`config.mk`:
```
export PLATFORM = sky130hd
export DESIGN_NAME = ppl_fetch_ctrl_flat
export DESIGN_NICKNAME = d
export VERILOG_FILES = /design/src/rtl/ppl_fetch_ctrl_if.sv /design/src/rtl/ppl_fetch_ctrl.sv /design/src/flat_wrapper.sv
export SDC_FILE = /design/constraint.sdc
export NUM_CORES = 1
export LEC_CHECK = 0
export ABC_AREA = 1
export ABC_CLOCK_PERIOD_IN_PS = 3300
export BUFFER_PORTS_ARGS = -buffer_cell sky130_fd_sc_hd__buf_2
export CORE_MARGIN = 5
export CORE_UTILIZATION = 51
export CTS_CLUSTER_SIZE = 24
export DETAILED_ROUTE_END_ITERATION = 12
export PLACE_DENSITY = 0.82
export RECOVER_POWER = 25
export SYNTH_ARGS = -nofsm -noshare
export SYNTH_HDL_FRONTEND = slang
export SYNTH_SLANG_ARGS = --single-unit
```
`constraint.sdc`:
```
create_clock -name clk -period 3.3 [get_ports clk]
set_input_delay 0.66 -clock clk [delete_from_list [all_inputs] [get_ports clk]]
set_output_delay 0.66 -clock clk [all_outputs]
set_load 0.005 [all_outputs]
```
`src/rtl/ppl_fetch_ctrl_if.sv`:
```
// Fetch-stage control bundle: hazard/redirect requests in, PC and IF/ID controls out.
// The slave side is the fetch controller; the master side is the surrounding pipeline.
interface ppl_fetch_ctrl_if;
    logic        stall;
    logic        brTaken;
    logic        jrTaken;
    logic        jalTaken;
    logic        haltIn;
    logic [31:0] nextPc;
    logic [31:0] pc;
    logic [1:0]  pcSrc;
    logic        pcWrite;
    logic        ifidWrite;
    logic        ifidFlush;
    logic        halted;
    logic        conflict;
    logic [15:0] stallCount;
    logic [15:0] redirectCount;

    modport master (
        output stall, brTaken, jrTaken, jalTaken, haltIn, nextPc,
        input  pc, pcSrc, pcWrite, ifidWrite, ifidFlush, halted, conflict,
               stallCount, redirectCount
    );

    modport slave (
        input  stall, brTaken, jrTaken, jalTaken, haltIn, nextPc,
        output pc, pcSrc, pcWrite, ifidWrite, ifidFlush, halted, conflict,
               stallCount, redirectCount
    );
endinterface

```
`src/rtl/ppl_fetch_ctrl.sv`:
```
// Fetch-stage sequencer: owns the PC register, selects the next PC source and
// controls the IF/ID register across start-up, stalls, redirects and halt.
module ppl_fetch_ctrl #(
    parameter logic [31:0] RESET_PC       = 32'h0000_0000,
    parameter int          STARTUP_CYCLES = 2
) (
    input  logic              clk,
    input  logic              resetn,
    ppl_fetch_ctrl_if.slave   bus
);

    typedef enum logic [1:0] {
        S_INIT  = 2'd0,
        S_RUN   = 2'd1,
        S_STALL = 2'd2,
        S_HALT  = 2'd3
    } state_t;

    localparam logic [1:0] SRC_PC4 = 2'b00;
    localparam logic [1:0] SRC_BR  = 2'b01;
    localparam logic [1:0] SRC_JR  = 2'b10;
    localparam logic [1:0] SRC_JAL = 2'b11;

    state_t      r_state;
    state_t      w_next_state;
    logic [3:0]  r_startup_cnt;
    logic [31:0] r_pc;
    logic        r_conflict;
    logic [15:0] r_stall_cnt;
    logic [15:0] r_redirect_cnt;

    logic [1:0]  w_pc_src;
    logic        w_pc_write;
    logic        w_ifid_write;
    logic        w_ifid_flush;
    logic        w_stall_inc;
    logic        w_redirect_inc;
    logic        w_conflict_set;
    logic        w_redirect;
    logic [1:0]  w_req_count;

    assign w_redirect  = bus.jrTaken | bus.jalTaken | bus.brTaken;
    assign w_req_count = {1'b0, bus.jrTaken} + {1'b0, bus.jalTaken} + {1'b0, bus.brTaken};

    always_comb begin
        // NOTE: every output gets a default before the case so no path can infer a latch.
        w_next_state   = r_state;
        w_pc_src       = SRC_PC4;
        w_pc_write     = 1'b0;
        w_ifid_write   = 1'b0;
        w_ifid_flush   = 1'b1;
        w_stall_inc    = 1'b0;
        w_redirect_inc = 1'b0;
        w_conflict_set = 1'b0;

        case (r_state)
            S_INIT: begin
                if (r_startup_cnt == 4'(STARTUP_CYCLES - 1)) begin
                    w_next_state = S_RUN;
                end
            end
            S_RUN, S_STALL: begin
                if (bus.haltIn) begin
                    w_next_state = S_HALT;
                end else if (bus.stall) begin
                    // A redirect seen here is dropped; ID re-presents it once the stall clears.
                    w_ifid_flush = 1'b0;
                    w_stall_inc  = 1'b1;
                    w_next_state = S_STALL;
                end else if (w_redirect) begin
                    if (bus.jrTaken)       w_pc_src = SRC_JR;
                    else if (bus.jalTaken) w_pc_src = SRC_JAL;
                    else                   w_pc_src = SRC_BR;
                    w_pc_write     = 1'b1;
                    w_ifid_write   = 1'b1;
                    w_redirect_inc = 1'b1;
                    w_conflict_set = (w_req_count >= 2'd2);
                    w_next_state   = S_RUN;
                end else begin
                    w_pc_write   = 1'b1;
                    w_ifid_write = 1'b1;
                    w_ifid_flush = 1'b0;
                    w_next_state = S_RUN;
                end
            end
            S_HALT: begin
                w_next_state = S_HALT;
            end
            default: begin
                w_next_state = S_INIT;
            end
        endcase
    end

    always_ff @(posedge clk) begin
        // NOTE: non-blocking assignments keep every register sampling pre-edge values.
        if (!resetn) begin
            r_state        <= S_INIT;
            r_startup_cnt  <= 4'd0;
            r_pc           <= RESET_PC;
            r_conflict     <= 1'b0;
            r_stall_cnt    <= 16'd0;
            r_redirect_cnt <= 16'd0;
        end else begin
            r_state <= w_next_state;
            if (r_state == S_INIT) begin
                r_startup_cnt <= r_startup_cnt + 4'd1;
            end
            if (w_pc_write) begin
                r_pc <= bus.nextPc;
            end
            if (w_conflict_set) begin
                r_conflict <= 1'b1;
            end
            if (w_stall_inc && (r_stall_cnt != 16'hFFFF)) begin
                r_stall_cnt <= r_stall_cnt + 16'd1;
            end
            if (w_redirect_inc && (r_redirect_cnt != 16'hFFFF)) begin
                r_redirect_cnt <= r_redirect_cnt + 16'd1;
            end
        end
    end

    assign bus.pc            = r_pc;
    assign bus.pcSrc         = w_pc_src;
    assign bus.pcWrite       = w_pc_write;
    assign bus.ifidWrite     = w_ifid_write;
    assign bus.ifidFlush     = w_ifid_flush;
    assign bus.halted        = (r_state == S_HALT);
    assign bus.conflict      = r_conflict;
    assign bus.stallCount    = r_stall_cnt;
    assign bus.redirectCount = r_redirect_cnt;

endmodule
```
`src/flat_wrapper.sv`:
```
// flat-port wrapper written by rule: the top's interface ports become plain ports
module ppl_fetch_ctrl_flat 
#(
    parameter logic [31:0] RESET_PC       = 32'h0000_0000,
    parameter int          STARTUP_CYCLES = 2
)
  (clk, resetn, bus_stall, bus_brTaken, bus_jrTaken, bus_jalTaken, bus_haltIn, bus_nextPc, bus_pc, bus_pcSrc, bus_pcWrite, bus_ifidWrite, bus_ifidFlush, bus_halted, bus_conflict, bus_stallCount, bus_redirectCount);
  ppl_fetch_ctrl_if bus_i ();
  input  logic clk;
  input  logic resetn;
  input wire logic [$bits(bus_i.stall)-1:0] bus_stall;
  input wire logic [$bits(bus_i.brTaken)-1:0] bus_brTaken;
  input wire logic [$bits(bus_i.jrTaken)-1:0] bus_jrTaken;
  input wire logic [$bits(bus_i.jalTaken)-1:0] bus_jalTaken;
  input wire logic [$bits(bus_i.haltIn)-1:0] bus_haltIn;
  input wire logic [$bits(bus_i.nextPc)-1:0] bus_nextPc;
  output wire logic [$bits(bus_i.pc)-1:0] bus_pc;
  output wire logic [$bits(bus_i.pcSrc)-1:0] bus_pcSrc;
  output wire logic [$bits(bus_i.pcWrite)-1:0] bus_pcWrite;
  output wire logic [$bits(bus_i.ifidWrite)-1:0] bus_ifidWrite;
  output wire logic [$bits(bus_i.ifidFlush)-1:0] bus_ifidFlush;
  output wire logic [$bits(bus_i.halted)-1:0] bus_halted;
  output wire logic [$bits(bus_i.conflict)-1:0] bus_conflict;
  output wire logic [$bits(bus_i.stallCount)-1:0] bus_stallCount;
  output wire logic [$bits(bus_i.redirectCount)-1:0] bus_redirectCount;
  assign bus_i.stall = bus_stall;
  assign bus_i.brTaken = bus_brTaken;
  assign bus_i.jrTaken = bus_jrTaken;
  assign bus_i.jalTaken = bus_jalTaken;
  assign bus_i.haltIn = bus_haltIn;
  assign bus_i.nextPc = bus_nextPc;
  assign bus_pc = bus_i.pc;
  assign bus_pcSrc = bus_i.pcSrc;
  assign bus_pcWrite = bus_i.pcWrite;
  assign bus_ifidWrite = bus_i.ifidWrite;
  assign bus_ifidFlush = bus_i.ifidFlush;
  assign bus_halted = bus_i.halted;
  assign bus_conflict = bus_i.conflict;
  assign bus_stallCount = bus_i.stallCount;
  assign bus_redirectCount = bus_i.redirectCount;
  ppl_fetch_ctrl #(.RESET_PC(RESET_PC), .STARTUP_CYCLES(STARTUP_CYCLES)) u_core (.clk(clk), .resetn(resetn), .bus(bus_i));
endmodule
```
Word-level counts from Yosys, hierarchy flattened --
Index checks and enable logic that the tools add are counted.
Cells by class: $add $sub $neg 5, $lt $le $gt $ge 1, eq/ne operators 7, mux-type cells 26, bitwise operators 2, reduce and logical (&&, ||, !) cells 4
Operators with widths (count):
- $add 16x1->16 const B | 2
- $ne 16x16->1 const B | 2
- $mux 2 | 9
- $mux 1 | 16
- $pmux 2 s3 | 1
- $add 4x1->4 const B | 1
- $eq 2x2->1 const B | 2
- $eq 4x1->1 const B | 1
- $add 1x1->2 | 1
- $add 2x1->2 | 1
- $eq 2x1->1 const B | 1
- $ge 2x2->1 const B | 1
- $logic_and 1x1->1 | 2
- $logic_not 2->1 | 1
- $ne 2x1->1 const B | 1
- $or 1x1->1 | 2
- $reduce_or 2->1 | 1
Word-level totals: flip-flop bits (word level) 71, bits of input ports 39, output and inout port bits 71, word-level logic and storage cells 51

Longest topological paths before layout --
Gate-level depths: netlist of run 1.
depth after elaboration 7, mapped depth 10, mapped depth without buffers 10

Worst setup path after synthesis of run 1 --
OpenSTA, ideal clock, no wires.
kind input-to-output, start in bus_haltIn, end out bus_pcSrc[1], data arrival time 1420 ps, required time 2640 ps, slack 1220 ps, stages 6, path buffers 1, cells stage by stage inv_1 -> nand2_1 -> nor2_4 -> inv_1 -> buf_1 -> a21oi_1
Between the ends: cells in the longest elaborated chain, start to end 2
Ends and longest elaborated chain:
- start, declared | RTL line flat_wrapper.sv:15 | input wire logic [$bits(bus_i.haltIn)-1:0] bus_haltIn;
- $mux 2 | RTL line ppl_fetch_ctrl.sv:63 | if (bus.haltIn) begin
- $mux 2 | RTL line ppl_fetch_ctrl.sv:56 | case (r_state)
- end, declared | RTL line flat_wrapper.sv:18 | output wire logic [$bits(bus_i.pcSrc)-1:0] bus_pcSrc;
No other way between the ends.

Final worst setup path of run 1 --
start reg u_core.r_state[1], end out bus_pcSrc[0]
Between the ends: cells in the longest elaborated chain, start to end 3, elaborated cells on any way between the ends 4, classes of those cells eq/ne: 2; mux: 1; reduce/logical: 1
Ends and longest elaborated chain:
- start, declared | RTL line ppl_fetch_ctrl.sv:24 | state_t r_state;
- start signal, assigned | RTL line ppl_fetch_ctrl.sv:105 | r_state <= w_next_state;
- $eq 2x1->1 / $eq 2x2->1 (equally long branches) | RTL line ppl_fetch_ctrl.sv:56
- $reduce_or 2->1 * | RTL line ppl_fetch_ctrl.sv:56
- $mux 2 * | RTL line ppl_fetch_ctrl.sv:56
Every way passes the cells marked *; elsewhere a longest branch is shown, timed or not.

==> impl.org, run 1 <==
** Clocking
- The number of gates resized after CTS was 0.
- No sink is reached through more buffers than the 2 on the longest clock path.
- CTS Hold Bufs :: 0
- Buffers added to address setup during post-CTS repair amount to 0.
- For the worst-skew pair, the clock arrives at the later sink with an insertion delay of ~350 ps.
- Buffers inserted during clock tree synthesis total 9.
- After clock tree synthesis, the clock-pin slew on the worst setup and hold paths is 90 ps.
- The clock tree synthesis step divided the H-tree into 3 levels.
- TritonCTS built the clock tree.
- The tree built by TritonCTS fans out to approximately 70 sinks.
- CTS placed an instance of clkbuf_8 at the clock tree root.

** Setup path
- Of all nets on the critical path, the largest fanout is 11.
- Type of destination of the critical path :: primary output
- Critical Setup Path Class :: reg2out
- Nature of the critical path startpoint :: register
- Arrival @ worst endpoint :: between 1500 and 2000 ps
- STA puts the critical path data required time at 2640 ps.

** Route
- Post-DR vias/cell :: 5.16
- DR vias :: 3489
- Length of the first detailed-routing pass in iterations :: 6
- DR iter-0 viols :: 153
- Dividing the detail-routed wire length by the instance count gives 12.4 um.
- Antenna Violating Nets Remaining :: 0
- Final routed wirelength across all metal layers :: 8.36 mm
- For this run, design rule violations remaining after detail routing come to 0.

** Timing
- At the pin with the least slew margin, the transition time is 1490 ps.
- Summed over all failing endpoints, the final setup total negative slack is 0 ps.
- Setup repair after global routing missed its margin :: false
- Shortest period the worst path allows :: 2620 ps
- Setup violations remaining at the end of the flow were counted as 0.
- The worst pin sits at a relative slew slack of 0.833%.
- Between clock sinks in the finished design, the worst skew comes to 10.8 ps.
- The final count of hold timing violations came to 0.
- WHS :: 476 ps
- Final Slew Violations :: 0
- Static timing analysis puts the maximum clock frequency at 382 MHz.
- Period utilization :: between 70 and 80%

** GRT
- Pin count of the biggest net entering global routing :: 44
- The first global-routing pass estimated approximately 15 mm of wire.
- The number of antenna violations at the first check in global routing is 0.
- Summed over all layers, the global routing overflow is 0.
- Across every metal layer, demand over resource in global routing totals 20.8%.
- Number of global-route vias before repair :: 3274

** Pwr
- Total power per unit cell area :: 537 mW/mm2
- Total power for the finished layout comes to 0.00219 W.
- Leak :: 1.85 nW
- Worst voltage drop across the vdd grid :: 0.344 mV
- The analysis attributes to net switching a power of about 0.00066 W.
- Pint :: 0.00154 W
- In this run switching power makes up 30.0% of total power.
- Proportion of power drawn by flip-flops and latches :: 45.9%
- Clock Power Share :: approximately 36%
- Per report_power, the combinational group accounts for 17.9% of the total.

** Synthesis
- nor2_1 is the most common cell in the netlist.
- Sorting the synthesized cells by area gives the leading types as dfxtp_1, nor2_1, nand2_1.
- Area share of the largest cell type after synthesis :: between 40% and 50%
- Ranked by instance count, the synthesized netlist is headed by nor2_1, nand2_1, dfxtp_1, o21ai_0, nand3_1.
- In the synthesized netlist the async set-or-reset flop fraction comes to 0%.
- Counting distinct cell types in the post-synthesis netlist gives 28.
- For this run, the number of Yosys warnings is 0.
- Yosys reg bits :: 71
- Sequential cells were found to cover 43.0% of the synthesized design area.
- The synthesized design spends more area on one cell type than any other, namely dfxtp_1.
- Of the total synthesized cell area, the portion taken by XOR and XNOR cells is 0.530%.
- Mux share of post-synthesis cell area :: 0%
- Gate Count Post-Synth :: between 400 and 500
- Adder and majority cell fraction of the synthesized area :: ~3%
- Post-synth design cell area :: 0.00330 mm2
- Count of flip-flops with a built-in enable after synthesis :: 0
- After synthesis, the largest family of logic cells by area is simple AND/OR/NAND/NOR gates.
- The average instance in the mapped netlist occupies 6.77 um2.
- In the synthesized netlist the dominant register cell turns out to be dfxtp_1.
- Compound-Gate Fraction of Synth Area :: 12.5%
- Synthesized netlist net count :: between 500 and 600
- Of the total synthesized cell area, the portion taken by AND, OR, NAND and NOR gates is a little over a third.

** Floorplanning
- Die width :: 90.5 um
- Starting Density :: 52.3%
- From bottom edge to top edge, the die measures 90.5 um.
- The floorplan step defined a core boundary enclosing 0.00631 mm2.
- Total Die Area :: 0.00819 mm2
- For this design the top-level I/O count stands at 110.
- After floorplanning, the core was divided into 29 placement rows.

** Finish
- After the last flow step, the layout net total stands at 641.
- Final Util :: 64.6%
- Cells with a size suffix above 1 make up a little under a fifth of the layout.
- Area growth syn-to-layout :: 23.6%
- Layout filler cell count :: 583
- Filler-free cell count of the finished design :: 676
- Area taken by multi-input logic gates :: ~0.0017 mm2
- Antenna diode count :: 0
- The sequential cells in the finished layout cover a total of between 0.001 and 0.0015 mm2.

** Worst hold path
- Min-delay worst type :: reg2reg

** Flow run
- The tool flagged a number of max-cap violations equal to 1.

** Placed design
- Buffers placed on the I/O ports in this run total around 110.
- Final weighted congestion in routability-driven placement :: 0.974
- Once detailed placement completed, the half-perimeter wirelength came to 6.23 mm.
- Number of instances in the placed design :: 660

** Run status
- Status :: finished with violations
- The final reports fail on max-capacitance violations.
per-layer routing:
metal	routed length, um	vias to the layer above	track usage [%]
met2	3830	134	32.8
met1	3580	1555	24.7
met5	0	-	0
li1	-	1789	-
met3	857	11	9.50
met4	96	0	7.44
per-stage QoR:
stage,setup slack (ps),area (um2)
2_1_floorplan,1220,3300
3_3_place_gp,968,3890
3_5_place_dp,953,3890
4_1_cts,655,4120
5_1_grt,485,4080
6_report,679,4080
registers in the layout (all words and copies together) (netlist names):
signal	cells
u_core.r_state	2
u_core.bus.pc	32
u_core.bus.redirectCount	16
u_core.bus.stallCount	16
u_core.r_startup_cnt	4
u_core.bus.conflict	1
power by group through the flow:
stage / clock [W] / combinational (W) / sequential (W)
floorplan: 0 / 0.000245 / 0.00102
global placement: 0 / 0.000398 / 0.00102
detailed placement: 0 / 0.000410 / 0.00102
CTS: 0.000809 / 0.000411 / 0.00100
global route: 0.000861 / 0.000463 / 0.00102
finish: 0.000793 / 0.000392 / 0.00101
worst paths after layout:
| kind | start | endpoint | slack [ps] | cells past startpoint |
|---|---|---|---|---|
| setup reg to reg | u_core.r_state[1] | u_core.bus.redirectCount[1] | 1260 | 9 |
| hold / removal | u_core.bus.conflict | u_core.bus.conflict | 480 | 1 |
| hold reg to reg | u_core.bus.conflict | u_core.bus.conflict | 480 | 1 |
| setup / recovery | u_core.r_state[1] | bus_pcSrc[0] | 680 | 7 |
final cells by class:
type	count	share of cell area, %
Inverter	30	2.76
Tap cell	77	2.36
Multi-Input combinational cell	370	41.4
Sequential cell	71	34.8
Clock inverter	7	2.54
Timing Repair Buffer	112	13.1
Clock buffer	9	3.03
placed cells by master (no fill, tap or decap):
cell type,Yosys,layout
o21ai_1,2,2
clkbuf_8,0,9
nor2_4,2,2
nand4_2,1,1
inv_1,30,30
nand3_2,1,1
clkbuf_1,7,27
a21oi_1,26,26
or2_2,1,1
inv_6,0,3
bufinv_16,0,2
nand4_1,5,5
nand3b_1,3,3
nor3_1,2,2
o21a_1,1,1
xor2_1,1,1
nor2_1,146,146
xnor2_1,1,1
a21oi_2,1,1
clkinv_4,0,2
o21ai_0,46,46
dfxtp_1,71,71
buf_4,2,3
ha_1,8,8
nand3_1,34,34
a31oi_1,4,4
nor4_1,1,1
buf_2,1,82
nand2_1,82,82
nor2_2,2,2
cell families (layout without fill, tap and decap cells):
family	after synthesis	in the layout
adder cells (fa/ha/maj)	8	8
buffers and inverters	47	158
AO/OA/AOI/OAI	80	80
XOR/XNOR	2	2
AND/OR/NAND/NOR	280	280
flip-flops	71	71
critical path: stages, from the launching register on:
cell	delay, ps
dfxtp_1	360
inv_1	70
ha_1	350
nand2_1	110
nor2_4	140
nand2_1	290
nor2_1	160
buf_2	130
Power figures use the tool's default switching activity.
==> run 2, diff against run 1 <==
Settings changed: ABC_AREA 1 to 0, ABC_CLOCK_PERIOD_IN_PS 3300 to 2300, CORE_UTILIZATION 51 to 45, PLACE_DENSITY 0.82 to 0.77.
Clock period 3.3 ns to 2.3 ns, I/O delays scaled along.
==> run 2 against run 1 <==
  * The run now ends clean
  * Largest cell class unchanged
  * Register-to-register slack lost 1200 ps
  * Clock-buffer cell count rose by 1
  * Synthesized cell count fell by 22%
  * Critical path type unchanged
  * Clock skew decreased by 1.5 ps
  * Largest power group unchanged
  * Worst setup slack got worse by 640 ps
  * Hold slack worse by 130 ps
  * Power rose by 35%
==> impl.org, run 2 <==
** Run status
- Status :: finished clean

** Setup path
- Critical Setup Path Class :: reg2out
- Critical path, cell by cell :: inv_2 -> ha_4 -> inv_2 -> or3_4 -> clkinv_8 -> nand2_8 -> nor2_4 -> buf_2
- Data on the critical path arrives at its endpoint at approximately 1800 ps.
- Type of destination of the critical path :: primary output
- Data on the critical path is required at its endpoint by 1840 ps.
- The cell family contributing the most delay on the critical path is simple AND/OR/NAND/NOR gates.
- Crit path buf inv count :: 4
- On the critical path, the stage with the largest delay is an instance of or3_4.
- STA classifies the critical path startpoint as a register.
- The setup check on the worst reg-to-reg path leaves a slack of 100 ps.
- In this run the critical register-to-register path is launched from u_core.r_state[1].
- Longest individual stage delay on the worst path :: 380 ps
- Along the worst path, the maximum fanout reaches 5.
- Worst path most repeated cell :: inv_2
- Counting cells, the worst reg-to-reg path comes to 7.
- The worst register-to-register path ends at u_core.bus.stallCount[9].

** Timing
- Setup slack closes at 35.3 ps.
- Setup repair after global routing missed its margin :: true
- Static timing analysis puts the maximum clock frequency at approximately 440 MHz.
- Shortest period the worst path allows :: 2260 ps
- The final count of hold timing violations is 0.
- The number of slew-limit violations in the final report came to 0.
- Worst clock skew :: 9.30 ps
- Period utilization :: 98.5%
- Setup total negative slack on the finished layout was measured at 0 ps.
- Final setup fails :: 0
- Actual transition at the worst max-transition pin :: between 1000 and 1500 ps
- Worst max-slew margin expressed relative to the limit :: 4.26%

** Placed design
- During placement, the flow inserted port buffers numbering between 100 and 150.
- OpenSTA, run right after detailed placement, puts the worst setup slack at 62.2 ps.
- Including well taps, the total number of placed cells is 579.
- Dpl hpwl :: 6.16 mm
- Final weighted congestion in routability-driven placement :: between 0.7 and 0.8

** GRT
- Summed over all layers, the global routing overflow is 0.
- The first global-routing pass estimated 13.8 mm of wire.
- Entering global routing, the biggest net connects between 40 and 50 pins.
- Global routing used 19.3% of the available tracks.
- Initial antenna violation count :: 0
- The via count of the first global-routing pass is 2972.

** Clocking
- CTS built an H-tree with a depth of 3.
- Clock-pin transition on the worst setup and hold timing paths :: 80 ps
- Clock tree synthesis inserted a total of 9 buffers.
- In this run the clock root is driven by a clkbuf_8.
- The longest clock path from root to sink contains 2 buffers.
- CTS Hold Bufs :: 0
- TritonCTS built the clock tree.
- For the worst-skew pair, the clock arrives at the later sink with an insertion delay of 340 ps.
- The clock net in this run drives a total of 71 sinks.

** Synthesis
- Yosys mapped the design onto 45 distinct sky130hd cell types.
- Post-synth ARST share :: 0%
- After technology mapping, the gate count stands at 383.
- The largest total area in the synthesized netlist belongs to dfxtp_1.
- Largest cells by area after synthesis :: dfxtp_1, a21oi_1, nand2_1
- Leading post-synthesis cells by instance count :: nand2_1, dfxtp_1, a21oi_1, clkbuf_1
- Synthesized netlist net count :: 430
- Count of flip-flops with a built-in enable after synthesis :: 0
- A synthesized cell averages roughly 8.3 um2.
- Post-synth design cell area :: 0.00319 mm2
- Counting flops and latches in the post-synthesis netlist gives 71.
- The Yosys step of the flow raised 0 warnings.
- Among all flip-flop cells after synthesis, the most frequent one is dfxtp_1.
- Share of synthesized area occupied by flip-flops and latches :: 44.6%
- In the post-synthesis netlist, the cell with the most instances is nand2_1.
- In this run the biggest area consumer among cell types represents ~45% of the synthesized area.

** Route
- The final layout contains routed wiring with a total length of 8.54 mm.
- In the final routing, the length of wire on met1 measures 3.65 mm.
- Once detail routing completed, the nets flagged for antenna violations numbered 0.
- After detailed routing, the average wire length per cell comes to approximately 14 um.
- Top Layer Used :: met4
- Length of the first detailed-routing pass in iterations :: 5
- The routed design uses roughly 4.1 mm of met2 wire.
- WL met3 :: 554 um
- After detailed routing, the number of remaining DRC violations is 0.
- DR vias :: 3274
- Post-DR vias/cell :: 5.40
- The first routing iteration left 192 violations.

** Worst hold path
- The path with the worst hold slack has its endpoint at u_core.bus.pc[9].
- Min-delay worst type :: in2reg
- Count of cells along the worst hold path :: 3
- HP Start :: bus_nextPc[9]

** Finish
- For this run, the number of standard cells in the final layout without fillers is 606.
- Summing all multi-input logic gate instances after layout gives between 0.0015 and 0.002 mm2.
- Leading cell type in the layout, fill and taps excluded :: buf_2
- Commonest cells after routing, fill and taps aside :: buf_2, nand2_1, dfxtp_1
- Of the cells placed in the final design, the portion with a size suffix greater than 1 is a little under 30%.
- The register with the most flip-flops in the layout has 32 of them.
- The filler cells instantiated in the layout total 656.
- Area growth syn-to-layout :: 30.1%
- Antenna diode count :: 0
- Combined flip-flop and latch cell area :: 0.00142 mm2
- For this run, the post-layout net count is 552.

** Floorplanning
- Core Box Area :: 0.00683 mm2
- Die height :: 94.2 um
- The die covers 0.00887 mm2.
- The floorplan has 30 rows.
- Ports placed on the boundary :: 110
- Starting Density :: 46.6%
- In this run the horizontal extent of the chip is 94.2 um.

** Flow run
- Across the run, the number of max-cap violations was 0.

** Pwr
- Final Power :: between 0.002 and 0.003 W
- Total power per unit cell area :: slightly above 700 mW/mm2
- Of the total power, the clock network draws approximately 34%.
- In this run the static leakage power is 1.63 nW.
- Worst voltage drop across the vdd grid :: 0.337 mV
- The analysis attributes to net switching a power of 0.000860 W.
- Pint :: 0.00210 W
- Combinational logic is responsible for 20.0% of the overall power.
- Proportion of power drawn by flip-flops and latches :: 46.3%
- Switching power as a share of total power :: 29.0%
[run 2: what timing repair did]
| action | in CTS | in global routing |
|---|---|---|
| setup endpoints to repair | 4 | 5 |
| pin swaps | 2 | 4 |
| setup buffers | 5 | 6 |
| resized for setup | 12 | 1 |
[run 2: worst max-delay path by stage]
stage	endpoint	cells past startpoint	startpoint
3_3_place_gp	u_core.bus.redirectCount[8]	8	u_core.r_state[0]
5_1_grt	bus_pcSrc[0]	8	u_core.r_state[0]
4_1_cts	bus_pcSrc[0]	8	u_core.r_state[0]
2_1_floorplan	bus_pcWrite	8	u_core.r_state[0]
6_report	bus_pcSrc[0]	8	u_core.r_state[1]
3_5_place_dp	u_core.bus.redirectCount[10]	8	u_core.r_state[0]
[run 2: logic make-up after synthesis]
group / Yosys count / share of synthesized area, %
AND/OR/NAND/NOR: 170 / 28.1
multiplexers: 4 / 1.26
buffers and inverters: 33 / 4.95
XOR/XNOR: 3 / 0.825
AO/OA/AOI/OAI: 94 / 17.1
flip-flops: 71 / 44.6
adder cells (fa/ha/maj): 8 / 3.14
[run 2: layout make-up]
cell class                 instances  share of cell area [%]
clock buffer                      10                    3.08
multi-input combinational        279                    39.7
sequential                        71                    34.3
tap                               96                    2.90
timing repair buffer             131                    16.9
clock inverter                     6                    1.66
inverter                          13                    1.48
[run 2: routing by layer]
layer  GRT usage (%)  up-vias
met5               0        -
met4            8.30        0
met3            5.37       18
met2            32.0      111
met1            23.2     1524
li1                -     1621
[run 2: per-stage QoR]
step	instance area [um2]	utilization, %	hold slack [ps]
final	4150	60.7	342
after global routing	4150	60.7	334
after CTS	4120	60.3	333
after detailed placement	3840	56.2	445
after global placement	3840	56.2	439
after floorplan	3190	-	453
[run 2: worst min-delay path: cells and delay by family]
family | cells | cell delay, ps
simple gates | 1 | 40
compound gates | 1 | 50
buf+inv | 1 | 90
[run 2: power groups by stage]
stage                     registers (W)  clock network (W)  logic [W]
final                           0.00137           0.000997   0.000592
after global placement          0.00140                  0   0.000468
after CTS                       0.00137            0.00102   0.000556
after detailed placement        0.00140                  0   0.000481
after global routing            0.00138            0.00108   0.000659
after floorplan                 0.00140                  0   0.000312
